### src/rtl/dmem_port_arbiter.sv
// Arbitrates the single-port data memory between the CPU MEM stage and a DMA port.
// CPU has priority; DMA is forced in after MAX_WAIT consecutive denied cycles.
module dmem_port_arbiter #(
  parameter int unsigned MAX_WAIT = 4
) (
  input  logic       clk,
  input  logic       rst,
  input  logic       cpu_req,
  input  logic       cpu_we,
  input  logic [7:0] cpu_addr,
  input  logic [7:0] cpu_wdata,
  output logic [7:0] cpu_rdata,
  output logic       cpu_stall,
  input  logic       dma_req,
  input  logic       dma_we,
  input  logic [7:0] dma_addr,
  input  logic [7:0] dma_wdata,
  output logic       dma_gnt,
  output logic [7:0] dma_rdata,
  output logic       dma_rvalid,
  output logic       mem_en,
  output logic       mem_we,
  output logic [7:0] mem_addr,
  output logic [7:0] mem_wdata,
  input  logic [7:0] mem_rdata,
  output logic [1:0] owner,
  output logic [7:0] stall_cnt
);

  typedef enum logic [1:0] {
    OWN_IDLE  = 2'b00,
    OWN_CPU   = 2'b01,
    OWN_DMA   = 2'b10,
    OWN_FORCE = 2'b11
  } owner_e;

  typedef enum logic [1:0] {
    RD_NONE = 2'b00,
    RD_CPU  = 2'b01,
    RD_DMA  = 2'b10
  } rd_e;

  localparam logic [3:0] WAIT_MAX = 4'(MAX_WAIT);

  owner_e     state, state_next;
  rd_e        rd_owner, rd_owner_next;
  logic [3:0] wait_cnt;
  logic [7:0] cpu_hold, dma_hold;
  logic       forced, cpu_grant, dma_grant;

  always_comb begin
    forced        = dma_req && (wait_cnt == WAIT_MAX);
    cpu_grant     = 1'b0;
    dma_grant     = 1'b0;
    state_next    = OWN_IDLE;
    rd_owner_next = RD_NONE;
    mem_en        = 1'b0;
    mem_we        = 1'b0;
    mem_addr      = '0;
    mem_wdata     = '0;
    if (forced) begin
      dma_grant  = 1'b1;
      state_next = OWN_FORCE;
    end else if (cpu_req) begin
      cpu_grant  = 1'b1;
      state_next = OWN_CPU;
    end else if (dma_req) begin
      dma_grant  = 1'b1;
      state_next = OWN_DMA;
    end
    if (cpu_grant) begin
      mem_en    = 1'b1;
      mem_we    = cpu_we;
      mem_addr  = cpu_addr;
      mem_wdata = cpu_wdata;
      if (!cpu_we) rd_owner_next = RD_CPU;
    end else if (dma_grant) begin
      mem_en    = 1'b1;
      mem_we    = dma_we;
      mem_addr  = dma_addr;
      mem_wdata = dma_wdata;
      if (!dma_we) rd_owner_next = RD_DMA;
    end
  end

  assign cpu_stall  = cpu_req && !cpu_grant;
  assign dma_gnt    = dma_grant;
  assign owner      = state;
  assign dma_rvalid = (rd_owner == RD_DMA);

  // Returned read data goes only to the port that was granted the read;
  // otherwise each port keeps presenting its last returned value.
  assign cpu_rdata = (rd_owner == RD_CPU) ? mem_rdata : cpu_hold;
  assign dma_rdata = (rd_owner == RD_DMA) ? mem_rdata : dma_hold;

  always_ff @(posedge clk or posedge rst) begin
    if (rst) begin
      state     <= OWN_IDLE;
      rd_owner  <= RD_NONE;
      wait_cnt  <= '0;
      cpu_hold  <= '0;
      dma_hold  <= '0;
      stall_cnt <= '0;
    end else begin
      state    <= state_next;
      rd_owner <= rd_owner_next;
      if (!dma_req || dma_grant) wait_cnt <= '0;
      else if (wait_cnt != WAIT_MAX) wait_cnt <= wait_cnt + 4'd1;
      if (rd_owner == RD_CPU) cpu_hold <= mem_rdata;
      if (rd_owner == RD_DMA) dma_hold <= mem_rdata;
      if (cpu_stall && stall_cnt != 8'hff) stall_cnt <= stall_cnt + 8'd1;
    end
  end

endmodule

### config.mk
export PLATFORM = sky130hd
export DESIGN_NAME = dmem_port_arbiter
export DESIGN_NICKNAME = d
export VERILOG_FILES = /design/src/rtl/dmem_port_arbiter.sv
export SDC_FILE = /design/constraint.sdc
export NUM_CORES = 1
export LEC_CHECK = 0
export CORE_MARGIN = 8
export CORE_UTILIZATION = 41
export CTS_BUF_LIST = sky130_fd_sc_hd__clkbuf_2 sky130_fd_sc_hd__clkbuf_4 sky130_fd_sc_hd__clkbuf_8
export DETAILED_ROUTE_END_ITERATION = 12
export PLACE_DENSITY = 0.91
export SYNTH_ARGS = -nofsm -noshare
export SYNTH_HDL_FRONTEND = slang
export SYNTH_SLANG_ARGS = --single-unit
### constraint.sdc
create_clock -name clk -period 3.1 [get_ports clk]
set_input_delay 0.93 -clock clk [delete_from_list [all_inputs] [get_ports clk]]
set_output_delay 0.93 -clock clk [all_outputs]
set_load 0.01 [all_outputs]
==> results of run 1 <==
critical path, delay by kind of cell:
family | cells | cell delay (ps)
mux | 1 | 290
buf+inv | 2 | 910
report_power, final:
group	switching, mW	total [mW]	internal [mW]
sequential	0.0126	0.475	0.462
combinational	0.124	0.320	0.197
clock	0.148	0.304	0.156
total	0.285	1.10	0.815
flip-flops by register name, indices dropped and copies added, names as in the netlist:
register   cells
stall_cnt      8
owner          2
dma_hold       8
wait_cnt       4
rd_owner       2
cpu_hold       8
final cells by class:
| cell class | instances | area (sq um) | share of cell area [%] |
|---|---|---|---|
| repair buffers | 105 | 962 | 36.8 |
| clock inverters | 3 | 18.8 | 0.717 |
| flip-flops and latches | 32 | 801 | 30.6 |
| inverters | 6 | 22.5 | 0.861 |
| well taps | 48 | 60.1 | 2.30 |
| clock buffers | 5 | 68.8 | 2.63 |
| multi-input cells | 84 | 683 | 26.1 |
final timing paths:
path	startpoint	endpoint	slack, ps	depth (start not counted)
worst max-delay path	mem_rdata[4]	cpu_rdata[4]	40	3
worst min-delay path	dma_hold[1]	dma_hold[1]	490	1
worst max register to register	wait_cnt[0]	stall_cnt[1]	1320	7
worst min register to register	dma_hold[1]	dma_hold[1]	490	1
max in group asynchronous	rst	rd_owner[1]	1440	3
min in group asynchronous	rst	dma_hold[6]	1020	2
logic make-up after synthesis:
logic type,count (synthesis),share of synthesized area [%]
multiplexers,18,13.2
buffers and inverters,12,3.76
AO/OA/AOI/OAI,21,11.8
XOR/XNOR,7,4.00
adder cells (fa/ha/maj),3,2.45
AND/OR/NAND/NOR,35,12.4
flip-flops,32,52.3
cells in the final DEF, fill, tap and decap left out, drive strengths merged, types with 2 or more instances in the layout:
master	n
inv	6
dfrtp	32
nor2b	3
mux2	18
clkdlybuf4s50	71
a22o	16
clkbuf	5
nand2	7
buf	27
ha	3
clkinv	3
o21ai	3
nand3	5
clkdlybuf4s15	2
nor3	2
xnor2	2
xor2	5
nor2	10
dlygate4sd2	4
per-layer routing:
layer / GRT usage, % / vias to the layer above / wire length (microns)
met5: 0 / - / 0
met4: 2.83 / 0 / 33
met3: 5.13 / 4 / 225
met2: 27.4 / 39 / 2520
met1: 15.6 / 677 / 1800
li1: - / 671 / -
what timing repair did:
item                                    CTS  global route
setup buffers                             1             0
cloned                                    2             0
endpoints found under the setup margin   20             1
resized for setup                        72             1
synth_stat cells:
library cell   n
a22o_1        16
buf_4          2
nor2_1         9
and3_1         1
nand2b_1       1
mux2_2        16
a21oi_1        1
o211ai_4       1
nand3_2        1
nand4b_1       1
nand4_1        1
buf_2          4
xnor2_1        2
nor3_1         1
nor3_2         1
nor2b_1        3
o21ai_0        2
xor2_1         5
nand2_1        7
and2_1         1
nor2_2         1
or2_2          1
nand3_1        4
inv_1          6
and4b_4        1
nor4_1         1
dfrtp_1       32
o21ai_1        1
ha_1           3
mux2_1         2
per-stage QoR:
stage | power (mW) | std cells | utilization [%] | hold slack, ps
floorplan | 0.607 | 128 | - | 450
global placement | 0.809 | 272 | 70.6 | 477
detailed placement | 0.819 | 272 | 70.6 | 484
CTS | 1.12 | 283 | 71.9 | 499
global route | 1.16 | 283 | 72.0 | 511
finish | 1.10 | 283 | 72.0 | 494
==> impl_metrics.json, run 1 <==
{
  "antenna_found_initial": 0,
  "fill_cells": 281,
  "htree_levels": 2,
  "crit_required_ps": 2170,
  "grt_start_max_net_pins": 20,
  "power_density_mw_per_mm2": 420,
  "timing.setup.tns_ps": 0,
  "grtUsageTotal_pct": 14.7,
  "final_layout_size_suffix_gt1_share_pct": 26.0,
  "crit_path_max_incr_delay_ps": 490,
  "vias": 1391,
  "hold_violations": 0,
  "path_max_fanout": 2,
  "ys_seq_area_share_pct": 52.3,
  "critical_path.startpoint_type": "primary input",
  "synth_top_cell_by_area": "dfrtp_1",
  "worstMarginPinSlew_ps": 605,
  "p_leak_nw": 1.19,
  "synthToLayoutAreaGrowth_pct": 70.8,
  "synthesis.area_sq_mm": 0.00153,
  "fmax_mhz": 327,
  "die_y_microns": 77.1,
  "synthTopCellsByArea": "dfrtp_1 52%, mux2_2 12%, a22o_1 9.2%",
  "wl_per_cell_microns": 16.2,
  "min_period_over_period_pct": 98.6,
  "initial_core_util_pct": 42.1,
  "syn_nets": 177,
  "via_per_inst": 4.92,
  "nets": 283,
  "drtIter0Drc": 65,
  "drt_wl_total_microns": 4580,
  "max_cap_violations": 0,
  "grt_pass1_wl_microns": 7170,
  "skew_ps": 3.65,
  "root_buffer": "clkbuf_8",
  "drcViolationCount": 0,
  "pre_cts_ws_ps": -444,
  "place_area_sq_mm": 0.00256,
  "rows": 22,
  "final_antenna_net_count": 0,
  "synth_cell_types": 30,
  "crit_path_frequent_cell": "clkdlybuf4s50_1",
  "crit_arrival_ps": 2130,
  "fin_crit_ps": 3060,
  "cts_buffers": 5,
  "ir_worst_vdd_v": 0.000270,
  "synth_seq_cells": 32,
  "drt_pass1_iterations": 4,
  "fp.coreArea_sq_mm": 0.00363,
  "slew_headroom_pct": 59.6,
  "status": "finished clean",
  "clk_latency_ps": 270,
  "setup_slack_ps": 42.9,
  "hold_buffers": 0,
  "synth.top_cell.area_share_pct": 52.3,
  "rsz0062_at_grt": "false",
  "path_class": "primary input to output pin",
  "cts_sinks": 32,
  "slew_viol_final": 0,
  "globalRouteOverflowTotal": 0,
  "dieArea_sq_mm": 0.00595,
  "synth_area_per_cell_sq_um": 12.0,
  "syn_inst": 128,
  "dp.final_hpwl_microns": 3640,
  "gp_congestion": 0.772,
  "final_area_sq_mm": 0.00262,
  "clk_pin_slew_ps": 60,
  "setup_viol": 0,
  "grt_pass1_vias": 1457,
  "cp-end-kind": "output pin",
  "yosysWarnings": 0,
  "cts_tree": "built",
  "io_pins": 93,
  "cpMaxStageDelayCell": "clkdlybuf4s50_1",
  "clock_path_buffers": 2,
  "portBuffers": 92,
  "holdCritPathClass": "register to register",
  "antennaDiodeCount": 0,
  "die_x_microns": 77.1,
  "cp_cell_sequence": "clkdlybuf4s50_1 > mux2_2 > clkdlybuf4s50_1"
}
No activity file was read; power rests on OpenSTA's default activity.
==> inputs of run 2 (changes only) <==
CAP_MARGIN = 5   (was unset)
REMOVE_ABC_BUFFERS = 1   (was unset)
==> run 2 against run 1 <==
Effect of this change:
- combinational power grew 2%
- critical path depth increased by 3
- non-clock buffer count is 1 lower
- cell count fell by 0.35%
- cell area is 1.9% higher
- die area is the same
- setup slack worse by 15 ps
- global-route usage increased by 1.4 points
- clock-buffer cell count is 1 higher
- critical path type unchanged
- critical endpoint is now mem_addr[2]
- largest cell class unchanged
==> impl_metrics.json, run 2 (synthesized netlist as in run 1, its figures left out) <==
{
  "status": "finished clean",
  "vias": 1377,
  "grt_pass1_wl_microns": 7620,
  "place_area_sq_mm": 0.00257,
  "skew_ps": 1.14,
  "io_pins": 93,
  "layout_common_cells": "69 x clkdlybuf4s50_1, 32 x dfrtp_1, 19 x dlygate4sd2_1",
  "htree_levels": 2,
  "worstMarginPinSlew_ps": 423,
  "worstSetupPathDepth": 6,
  "final_layout_size_suffix_gt1_share_pct": 19.2,
  "die_y_microns": 77.1,
  "portBuffers": 92,
  "holdCritPathClass": "register to register",
  "drtIter0Drc": 51,
  "crit_family": "buffers and inverters",
  "worstRegToRegCells": 6,
  "path_class": "primary input to output pin",
  "cpMaxStageDelayCell": "dlygate4sd2_1",
  "p_leak_nw": 1.24,
  "final_area_sq_mm": 0.00267,
  "die_x_microns": 77.1,
  "power_mw": 1.13,
  "setup_viol": 0,
  "rows": 22,
  "grt_start_max_net_pins": 33,
  "fin_crit_ps": 3070,
  "min_period_over_period_pct": 99.1,
  "gp_congestion": 0.867,
  "holdPathStages": 1,
  "wl_per_cell_microns": 17.8,
  "final_antenna_net_count": 0,
  "clk_pin_slew_ps": 60,
  "drcViolationCount": 0,
  "rsz0062_at_grt": "false",
  "fmax_mhz": 326,
  "postCtsSetupBuffers": 0,
  "drt_pass1_iterations": 4,
  "clock_path_buffers": 2,
  "final_common_cell": "clkdlybuf4s50_1",
  "via_per_inst": 4.88,
  "antennaDiodeCount": 0,
  "whs_ps": 491,
  "max_cap_violations": 0,
  "crit_path_max_incr_delay_ps": 300,
  "largestRegisters": "cpu_hold x8, dma_hold x8, stall_cnt x8",
  "path_max_fanout": 9,
  "cts_buffers": 5,
  "crit_arrival_ps": 2140,
  "grt_pass1_vias": 1428,
  "hold_violations": 0,
  "dp.final_hpwl_microns": 3970,
  "slew_viol_final": 0,
  "dieArea_sq_mm": 0.00595,
  "cp_num_buf_inv": 3,
  "root_buffer": "clkbuf_8",
  "power_density_mw_per_mm2": 422,
  "grtUsageTotal_pct": 16.1,
  "cp-end-kind": "output pin",
  "crit_path_frequent_cell": "dlygate4sd2_1",
  "critical_path.startpoint_type": "primary input",
  "cts_tree": "built",
  "cp_cell_sequence": "dlygate4sd2_1 > and4b_4 > nor2_4 > buf_6 > a22o_1 > dlygate4sd2_1",
  "crit_required_ps": 2170,
  "cts_sinks": 32,
  "antenna_found_initial": 0,
  "synthToLayoutAreaGrowth_pct": 74.0,
  "fp.coreArea_sq_mm": 0.00363,
  "initial_core_util_pct": 42.1,
  "globalRouteOverflowTotal": 0,
  "ff2ff_setup_slack_ps": 1450,
  "ir_worst_vdd_v": 0.000329,
  "nets": 282,
  "slew_headroom_pct": 71.8,
  "drt_wl_total_microns": 5020,
  "clk_latency_ps": 270
}
-- run 2: cell count changes in the layout (fill, tap and decap cells not counted), sizes merged --
cell and delta:
clkinv -1, clkdlybuf4s50 -2, dlymetal6s2s +2, buf -14, clkdlybuf4s15 -2, clkbuf +1
dlygate4sd2 +15
-- run 2: through the flow --
stage	util (%)	std cells	setup WS, ps	TNS [ps]
after global routing	73.3	282	0.919	0
after CTS	73.1	282	18.8	0
after floorplan	-	122	97.6	0
after detailed placement	70.8	273	-482	-8080
final	73.3	282	28.1	0
after global placement	70.8	273	-464	-7720
-- run 2: metal layers --
metal	global-route usage, %	vias to the layer above	wire length [microns]
li1	-	657	-
met1	18.7	662	2050
met2	27.9	52	2590
met3	5.48	6	307
met4	3.58	0	60
met5	0	-	0
-- run 2: what timing repair did --
item,in CTS,in global routing
pin swaps,1,0
setup endpoints to repair,20,3
hold buffers,0,0
cloned,1,0
resized for setup,28,3
-- run 2: layout make-up --
| cell class | instances | area (sq um) |
|---|---|---|
| repair buffers | 104 | 1010 |
| fillers | 278 | 968 |
| clock inverters | 2 | 10.0 |
| inverters | 6 | 22.5 |
| multi-input cells | 84 | 683 |
| well taps | 48 | 60.1 |
| flip-flops and latches | 32 | 801 |
| clock buffers | 6 | 82.6 |
-- run 2: where the power goes --
part           internal, mW  switching [mW]
clock                 0.177           0.148
sequential            0.462          0.0121
combinational         0.199           0.127
total                 0.838           0.287
-- run 2: path summary, 6_finish.rpt --
kind / to / startpoint
min reg2reg: wait_cnt[0] / wait_cnt[0]
min in group asynchronous: dma_hold[0] / rst
max reg2reg: stall_cnt[1] / wait_cnt[0]
max in group asynchronous: cpu_hold[0] / rst
max: mem_addr[2] / dma_req
min: wait_cnt[0] / wait_cnt[0]
==> inputs of run 3 (changes only) <==
CAP_MARGIN = unset   (was 5)
SLEW_MARGIN = 5   (was unset)
==> results of run 3 <==
Final layout, timing and power as in run 2 (identical DEF).
